==> src/rtl/usr_pkg.sv <==
// ---------------------------------------------------------------------------
// usr_pkg
// Shared definitions for the multi-step universal shift register:
//   - default register width and shift-amount field width
//   - command opcode encodings (OP_HOLD .. OP_CLR)
//   - FSM state encoding (IDLE / SHIFT / DONE)
//   - helper that tells multi-step shift/rotate opcodes apart from the
//     single-cycle ones
// ---------------------------------------------------------------------------
package usr_pkg;

   localparam int DEFAULT_WIDTH = 8;
   localparam int DEFAULT_AMT_W = 4;

   localparam logic [2:0] OP_HOLD = 3'b000;
   localparam logic [2:0] OP_LOAD = 3'b001;
   localparam logic [2:0] OP_SHL  = 3'b010;
   localparam logic [2:0] OP_SHR  = 3'b011;
   localparam logic [2:0] OP_ROL  = 3'b100;
   localparam logic [2:0] OP_ROR  = 3'b101;
   localparam logic [2:0] OP_ASR  = 3'b110;
   localparam logic [2:0] OP_CLR  = 3'b111;

   typedef enum logic [1:0] {
      ST_IDLE  = 2'd0,
      ST_SHIFT = 2'd1,
      ST_DONE  = 2'd2
   } state_t;

   // True for the opcodes that walk the register one bit per cycle.
   function automatic logic isShiftOp(input logic [2:0] op);
      return (op == OP_SHL) || (op == OP_SHR) || (op == OP_ROL) ||
             (op == OP_ROR) || (op == OP_ASR);
   endfunction

endpackage

==> src/rtl/usr_step_unit.sv <==
// ---------------------------------------------------------------------------
// usr_step_unit
// Purely combinational single-step function: given the current register
// value and the latched opcode, produce the value after one shift/rotate
// step. Non-shift opcodes pass the register through unchanged.
//
// Ports:
//   i_op     in  3      latched opcode
//   i_q      in  WIDTH  current register contents
//   i_serInL in  1      fill bit entering bit 0 on SHL
//   i_serInR in  1      fill bit entering bit WIDTH-1 on SHR
//   o_next   out WIDTH  register value after one step
// ---------------------------------------------------------------------------
module usr_step_unit
   import usr_pkg::*;
#(
   parameter int WIDTH = DEFAULT_WIDTH
) (
   input  logic [2:0]       i_op,
   input  logic [WIDTH-1:0] i_q,
   input  logic             i_serInL,
   input  logic             i_serInR,
   output logic [WIDTH-1:0] o_next
);

   // One step of each shift flavour; ASR replicates the sign bit so that
   // long arithmetic shifts settle at all-sign.
   always_comb begin
      o_next = i_q;
      case (i_op)
         OP_SHL:  o_next = {i_q[WIDTH-2:0], i_serInL};
         OP_SHR:  o_next = {i_serInR, i_q[WIDTH-1:1]};
         OP_ROL:  o_next = {i_q[WIDTH-2:0], i_q[WIDTH-1]};
         OP_ROR:  o_next = {i_q[0], i_q[WIDTH-1:1]};
         OP_ASR:  o_next = {i_q[WIDTH-1], i_q[WIDTH-1:1]};
         default: o_next = i_q;
      endcase
   end

endmodule

==> src/rtl/usr_seq_shifter.sv <==
// ---------------------------------------------------------------------------
// usr_seq_shifter
// Multi-step universal shift register with a valid/ready command handshake.
// Single-cycle commands (HOLD, LOAD, CLR, zero-amount shifts) go straight to
// DONE; shift/rotate commands walk one bit per cycle in SHIFT for cmd_amt
// cycles, then pass through DONE, which pulses done for one cycle.
//
// Ports:
//   clk        in  1      clock, posedge
//   rst        in  1      synchronous active-high reset
//   cmd_valid  in  1      command present
//   cmd_ready  out 1      command can be accepted (IDLE only)
//   cmd_op     in  3      opcode (see usr_pkg)
//   cmd_amt    in  AMT_W  step count for shift/rotate opcodes
//   load_data  in  WIDTH  parallel load value
//   ser_in_l   in  1      SHL fill bit, sampled on every step
//   ser_in_r   in  1      SHR fill bit, sampled on every step
//   q          out WIDTH  registered contents
//   ser_out_l  out 1      q[WIDTH-1]
//   ser_out_r  out 1      q[0]
//   busy       out 1      high in SHIFT and DONE
//   done       out 1      one-cycle completion pulse
// ---------------------------------------------------------------------------
module usr_seq_shifter
   import usr_pkg::*;
#(
   parameter int WIDTH = DEFAULT_WIDTH,
   parameter int AMT_W = DEFAULT_AMT_W
) (
   input  logic             clk,
   input  logic             rst,
   input  logic             cmd_valid,
   output logic             cmd_ready,
   input  logic [2:0]       cmd_op,
   input  logic [AMT_W-1:0] cmd_amt,
   input  logic [WIDTH-1:0] load_data,
   input  logic             ser_in_l,
   input  logic             ser_in_r,
   output logic [WIDTH-1:0] q,
   output logic             ser_out_l,
   output logic             ser_out_r,
   output logic             busy,
   output logic             done
);

   state_t             r_state;
   logic [AMT_W-1:0]   r_cnt;
   logic [2:0]         r_op;
   logic [WIDTH-1:0]   r_q;

   state_t             w_stateNext;
   logic [AMT_W-1:0]   w_cntNext;
   logic [2:0]         w_opNext;
   logic [WIDTH-1:0]   w_qNext;
   logic [WIDTH-1:0]   w_stepQ;

   usr_step_unit #(
      .WIDTH (WIDTH)
   ) u_step (
      .i_op     (r_op),
      .i_q      (r_q),
      .i_serInL (ser_in_l),
      .i_serInR (ser_in_r),
      .o_next   (w_stepQ)
   );

   // Next-state logic. Every command outcome that does not need stepping
   // (HOLD, LOAD, CLR, shift with zero amount) lands in DONE directly, so
   // done always trails the accept edge by exactly one cycle for those.
   always_comb begin
      w_stateNext = r_state;
      w_cntNext   = r_cnt;
      w_opNext    = r_op;
      w_qNext     = r_q;
      case (r_state)
         ST_IDLE: begin
            if (cmd_valid) begin
               w_stateNext = ST_DONE;
               if (cmd_op == OP_LOAD) begin
                  w_qNext = load_data;
               end else if (cmd_op == OP_CLR) begin
                  w_qNext = '0;
               end else if (isShiftOp(cmd_op) && (cmd_amt != '0)) begin
                  w_opNext    = cmd_op;
                  w_cntNext   = cmd_amt;
                  w_stateNext = ST_SHIFT;
               end
            end
         end
         ST_SHIFT: begin
            w_qNext   = w_stepQ;
            w_cntNext = r_cnt - AMT_W'(1);
            if (r_cnt == AMT_W'(1)) begin
               w_stateNext = ST_DONE;
            end
         end
         ST_DONE: begin
            w_stateNext = ST_IDLE;
         end
         default: begin
            w_stateNext = ST_IDLE;
         end
      endcase
   end

   // State, counter, latched opcode and data register. Reset wins over an
   // in-flight shift, which is simply abandoned without a done pulse.
   always_ff @(posedge clk) begin
      if (rst) begin
         r_state <= ST_IDLE;
         r_cnt   <= '0;
         r_op    <= OP_HOLD;
         r_q     <= '0;
      end else begin
         r_state <= w_stateNext;
         r_cnt   <= w_cntNext;
         r_op    <= w_opNext;
         r_q     <= w_qNext;
      end
   end

   // Status decode straight from the state register.
   always_comb begin
      cmd_ready = (r_state == ST_IDLE);
      busy      = (r_state == ST_SHIFT) || (r_state == ST_DONE);
      done      = (r_state == ST_DONE);
      q         = r_q;
      ser_out_l = r_q[WIDTH-1];
      ser_out_r = r_q[0];
   end

endmodule

==> config.mk <==
export PLATFORM = sky130hd
export DESIGN_NAME = usr_seq_shifter
export DESIGN_NICKNAME = d
export VERILOG_FILES = /design/src/rtl/usr_pkg.sv /design/src/rtl/usr_step_unit.sv /design/src/rtl/usr_seq_shifter.sv
export SDC_FILE = /design/constraint.sdc
export NUM_CORES = 1
export LEC_CHECK = 0
export CAP_MARGIN = 25
export CORE_MARGIN = 3
export CORE_UTILIZATION = 40
export CTS_CLUSTER_SIZE = 24
export DETAILED_ROUTE_END_ITERATION = 16
export PLACE_DENSITY = 0.64
export SYNTH_ARGS = -nofsm -noshare
export SYNTH_HDL_FRONTEND = slang
export SYNTH_HIERARCHICAL = 1
export SYNTH_SLANG_ARGS = --single-unit
export TNS_END_PERCENT = 100
==> constraint.sdc <==
create_clock -name clk -period 2.08 [get_ports clk]
set_input_delay 0.416 -clock clk [delete_from_list [all_inputs] [get_ports clk]]
set_output_delay 0.416 -clock clk [all_outputs]
set_load 0.03 [all_outputs]
==> flow_summary.yaml, run 1 <==
floorplan:
  num_rows: 19
  start_util_pct: 44.39
  die_area_sq_mm: 0.003936
  fp.dieH_um: 62.74
  core_sq_mm: 0.002900
  io_pins: 33
  fp.dieW_um: 62.74
cts:
  cts_made_buffers: 3
  cts_root_buffer: "clkbuf_4"
  path_clk_slew_ps: 100
  tritoncts: "yes"
  cts_hold_buf: 0
  postCtsSetupRepairBufs: 0
  cts_max_path_buffers: 2
  cts_sinks: 17
  cts_htree_levels: 1
  cts-resized-gates: 1
  worstSkewPairLatency_ps: 290
place:
  placed_cell_area_sq_mm: 0.001668
  dp.cells: 225
  io_buffers: 32
  gp_congestion: 0.7994
  dp_hpwl_um: 2450
logic_synthesis:
  synth_nets: 176
  ys_seq_area_share_pct: 26.43
  syn_inst: 151
  synth_edf_count: 0
  syn_area_per_cell_sq_um: 8.526
  synth-main-ff-cell: "dfxtp_1"
  ys_seq_elements: 17
  yosys_warnings: 6
  synth_area_sq_mm: 0.001287
  async_reset_ff_share_pct: 0
  synth.distinct_cells: 44
critical_path:
  critPathBufInv: 2
  critPathMaxFanout: 3
  path_cells: "inv_1 > ha_1 > clkdlybuf4s50_1"
  critPathRequiredTime_ps: 1660
  critPathKind: "reg2out"
  crit_family: "buffers and inverters"
  rrSetupSlack_ps: 230
  worstPathArrival_ps: 1570
  critical_path.max_stage_delay_ps: 680
  endpoint_kind: "primary output"
  slowest_stage: "clkdlybuf4s50_1"
  worstSetupStartpointType: "register"
sta:
  finalSetupViolCount: 0
  hold_violations: 0
  tightest_slew_ps: 684.9
  final_max_slew_viol_count: 0
  rsz0062_at_grt: "no"
  finalClockSkew_ps: 4.025
  min_period_ps: 1983
  fmax_ghz: 0.5042
  slew_headroom_pct: 54.28
  fin_crit_sh_pct: 95.36
run:
  drv_cap: 0
cells_and_area:
  final_cell_mix: "clkdlybuf4s50_1 (31), nor2_1 (26), dfxtp_1 (17), mux2i_1 (12), buf_4 (10)"
  num-fill-cells: 296
  final_util_pct: 58.37
  antenna_cells: 0
  fin_nets: 213
  area_growth_pct: 31.49
  final_common_cell: "clkdlybuf4s50_1"
  final_cell_count_no_fill: 229
  design_area_sq_mm: 0.001693
  drive_gt1_share_pct: 13.37
route:
  firstDrtPassIters: 4
  via_count: 1231
  drcViolationCount: 0
  wire_per_inst_um: 14.40
  vias_per_cell: 5.376
  drt_first_iter_violations: 98
  wl_um: 3298
  antenna_left: 0
global_route:
  first_global_vias: 1117
  grt_pass1_wl_um: 5437
  overflow: 0
  antenna_found_initial: 0
  track_usage_pct: 17.03
  grt_max_degree: 18
power:
  power.internal_uw: 830.1
  ir_drop_uv: 711.5
  power_frac_comb_pct: 54.2
  sequentialPowerShare_pct: 33.5
  power_density_mw_per_mm2: 859.4
  p_sw_uw: 624.8
  switching_share_pct: 42.94
  p_leak_uw: 0.0005879
  p_clk_share_pct: 12.3
status:
  outcome: "finished clean"
hold_path:
  hp-class: "reg2reg"
kinds of logic after synthesis:
kind of cell	count (synthesis)	synth area share, %
mux	13	10.20
flops	17	26.43
fa+ha+maj	5	4.859
compound gates	47	28.57
simple gates	49	18.66
xor+xnor	1	2.138
buf+inv	19	9.135
worst min-delay path, delay by kind of cell, from the launching register on:
kind             cells  cell delay [ps]
flip-flops           1              330
AND/OR/NAND/NOR      1               60
AO/OA/AOI/OAI        1               50
per-layer routing:
metal	global-route usage, %	part of all wire (%)
met1	23.64	49
met2	26.23	44
met3	5.216	6.7
met4	2.755	0.42
met5	0	0
layout make-up:
cell class / instances / area, sq um / area share, %
Timing Repair Buffer: 43 / 414.1 / 24.46
Multi-Input combinational cell: 115 / 829.5 / 49.00
Tap cell: 42 / 52.55 / 3.104
Clock buffer: 4 / 26.28 / 1.552
Sequential cell: 17 / 340.3 / 20.10
Inverter: 8 / 30.03 / 1.774
power by group through the flow:
stage	registers, uW	logic (uW)	clock network (uW)
floorplan	506	509	0
global placement	491	785	0
detailed placement	494	795	0
CTS	486	791	186
global route	501	862	203
finish	487	788	179
flip-flops by register name, summed over array words and instances, names as in the netlist:
name	flops
q	8
r_cnt	4
r_op	3
r_state	2
path summary, 6_finish.rpt:
check | end | cells past startpoint | from
hold reg to reg | r_cnt[1] | 2 | r_cnt[1]
hold / removal | r_cnt[1] | 2 | r_cnt[1]
setup reg to reg | q[2] | 5 | r_op[0]
setup / recovery | cmd_ready | 3 | r_state[1]
per-stage QoR:
| step | hold slack, ps | setup WS (ps) | TNS (ps) | total power [uW] |
|---|---|---|---|---|
| final | 476.9 | 96.58 | 0 | 1455 |
| after CTS | 479.7 | 88.06 | 0 | 1464 |
| after global placement | 456.4 | 23.22 | 0 | 1276 |
| after floorplan | 439.5 | 264.2 | 0 | 1016 |
| after global routing | 535.7 | 5.282 | 0 | 1566 |
| after detailed placement | 464.7 | -44.05 | -97.43 | 1289 |
synthesized netlist by cell type (2+ instances only):
cell type  count  area (sq um)
nor2_1        26         97.59
dfxtp_1       17         340.3
mux2i_1       12         120.1
a211oi_1       9         67.56
a22oi_1        9         67.56
nand2_1        8         30.03
inv_1          7         26.28
a21oi_1        5         25.02
a221o_1        5         50.05
ha_1           5         62.56
buf_4          4         30.03
o21ai_0        4         20.02
a211o_1        3         26.28
clkbuf_1       3         11.26
buf_6          2         22.52
nand2b_1       2         12.51
nor2_2         2         12.51
nor3b_1        2         15.01
No activity file was read; power rests on OpenSTA's default activity.
==> run 2: changes to the inputs <==
Settings changed: CORE_UTILIZATION 40 to 48, GPL_TIMING_DRIVEN set to 0, PLACE_DENSITY 0.64 to 0.76.
==> flow_summary.yaml, run 2 (synthesis gave the netlist of run 1 again) <==
status:
  outcome: "finished clean"
cts:
  cts_htree_levels: 1
  path_clk_slew_ps: 90
  cts_hold_buf: 0
  cts_made_buffers: 3
  tritoncts: "yes"
  worstSkewPairLatency_ps: 290
  cts_root_buffer: "clkbuf_4"
  cts_sinks: 17
  cts_max_path_buffers: 2
route:
  drt_first_iter_violations: 50
  drcViolationCount: 0
  wire_per_inst_um: 14.63
  via_count: 1264
  firstDrtPassIters: 4
  vias_per_cell: 5.852
  wl_um: 3160
  antenna_left: 0
critical_path:
  path_cells: "buf_4 > clkdlybuf4s50_1"
  critPathMaxFanout: 7
  critPathRequiredTime_ps: 1660
  worstSetupStartpointType: "register"
  worstPathArrival_ps: 1530
  endpoint_kind: "primary output"
  slowest_stage: "clkdlybuf4s50_1"
  critPathBufInv: 2
  critical_path.max_stage_delay_ps: 650
  critPathKind: "reg2out"
  crit_family: "buffers and inverters"
cells_and_area:
  multiInputGateArea_sq_um: 829.5
  largest_reg_flops: 8
  design_area_sq_mm: 0.001659
  fin_nets: 212
  seq_area_sq_um: 340.3
  antenna_cells: 0
  num-fill-cells: 227
  final_cell_count_no_fill: 216
  area_growth_pct: 28.86
  drive_gt1_share_pct: 11.29
  final_common_cell: "clkdlybuf4s50_1"
  final_cell_mix: "clkdlybuf4s50_1 (29), nor2_1 (26), dfxtp_1 (17), mux2i_1 (12)"
global_route:
  grt_pass1_wl_um: 4933
  track_usage_pct: 18.92
  overflow: 0
  antenna_found_initial: 0
  first_global_vias: 1167
  grt_max_degree: 11
floorplan:
  fp.dieH_um: 57.79
  core_sq_mm: 0.002522
  die_area_sq_mm: 0.003340
  start_util_pct: 51.04
  num_rows: 18
  fp.dieW_um: 57.79
  io_pins: 33
sta:
  finalClockSkew_ps: 0.6528
  slew_headroom_pct: 67.57
  fmax_ghz: 0.5133
  fin_crit_sh_pct: 93.66
  finalWorstSetupSlack_ps: 131.9
  final_max_slew_viol_count: 0
  finalSetupViolCount: 0
  hold_violations: 0
  rsz0062_at_grt: "no"
  min_period_ps: 1948
  whs_ps: 464.5
  tightest_slew_ps: 486.4
  finalSetupTns_ps: 0
power:
  ir_drop_uv: 613.3
  p_leak_uw: 0.0005738
  power_density_mw_per_mm2: 854.5
place:
  dp.cells: 212
  pre_cts_ws_ps: -73.67
  placed_cell_area_sq_mm: 0.001635
  gp_congestion: 0.8126
  dp_hpwl_um: 2448
  io_buffers: 31
hold_path:
  hp-class: "reg2reg"
run:
  drv_cap: 0
==> run 2: cell count changes in the layout (fill, tap and decap cells not counted) <==
| cell | change |
|---|---|
| clkdlybuf4s50_1 | -2 |
| buf_4 | -6 |
| clkbuf_1 | +3 |
| dlygate4sd2_1 | +1 |
| buf_6 | +2 |
| buf_1 | +1 |
==> run 2: layer usage <==
metal  vias up  GRT usage, %  wire length (um)  share of wire, %
met5         -             0                 0                 0
met1       598         21.28              1350                43
met2        28         34.03              1632                52
met4         0         11.26                29              0.92
li1        634             -                 -                 -
met3         4         2.004               146               4.6
==> run 2: final timing paths <==
| kind | startpoint | end | slack (ps) | cells after the start |
|---|---|---|---|---|
| worst max-delay path | q[7] | q[7] | 130 | 2 |
| worst min-delay path | r_cnt[1] | r_cnt[1] | 460 | 2 |
| worst max register to register | r_state[0] | q[3] | 230 | 7 |
| worst min register to register | r_cnt[1] | r_cnt[1] | 460 | 2 |
==> run 2: what timing repair did <==
action	in CTS	in global routing
resized for setup	2	0
endpoints found under the setup margin	2	0
buffers inserted	0	0
==> run 2: power by group <==
group / switching (uW) / leakage, uW / internal, uW
logic: 438 / 0.000420 / 344
clock network: 101 / 0.0000150 / 74.5
registers: 73.5 / 0.000139 / 387
total: 613 / 0.000574 / 805
==> run 2: cell type report <==
class,instances,area share (%)
Multi-Input combinational cell,115,50.00
Sequential cell,17,20.51
Timing Repair Buffer,31,18.55
Buffer,11,5.279
Tap cell,30,2.262
Inverter,8,1.810
Clock buffer,4,1.584
==> run 2: worst register-to-register path, stage by stage (launching register included) <==
cell	delay [ps]
dfxtp_1	320
inv_1	90
ha_1	330
nand2_1	190
o22ai_2	310
buf_4	240
nor2_1	50
a211oi_1	220
==> run 2: through the flow <==
step	utilization [%]	power, uW
6_report	65.77	1418
5_1_grt	65.77	1518
4_1_cts	65.77	1429
3_5_place_dp	64.83	1263
3_3_place_gp	64.83	1239
2_1_floorplan	-	1016
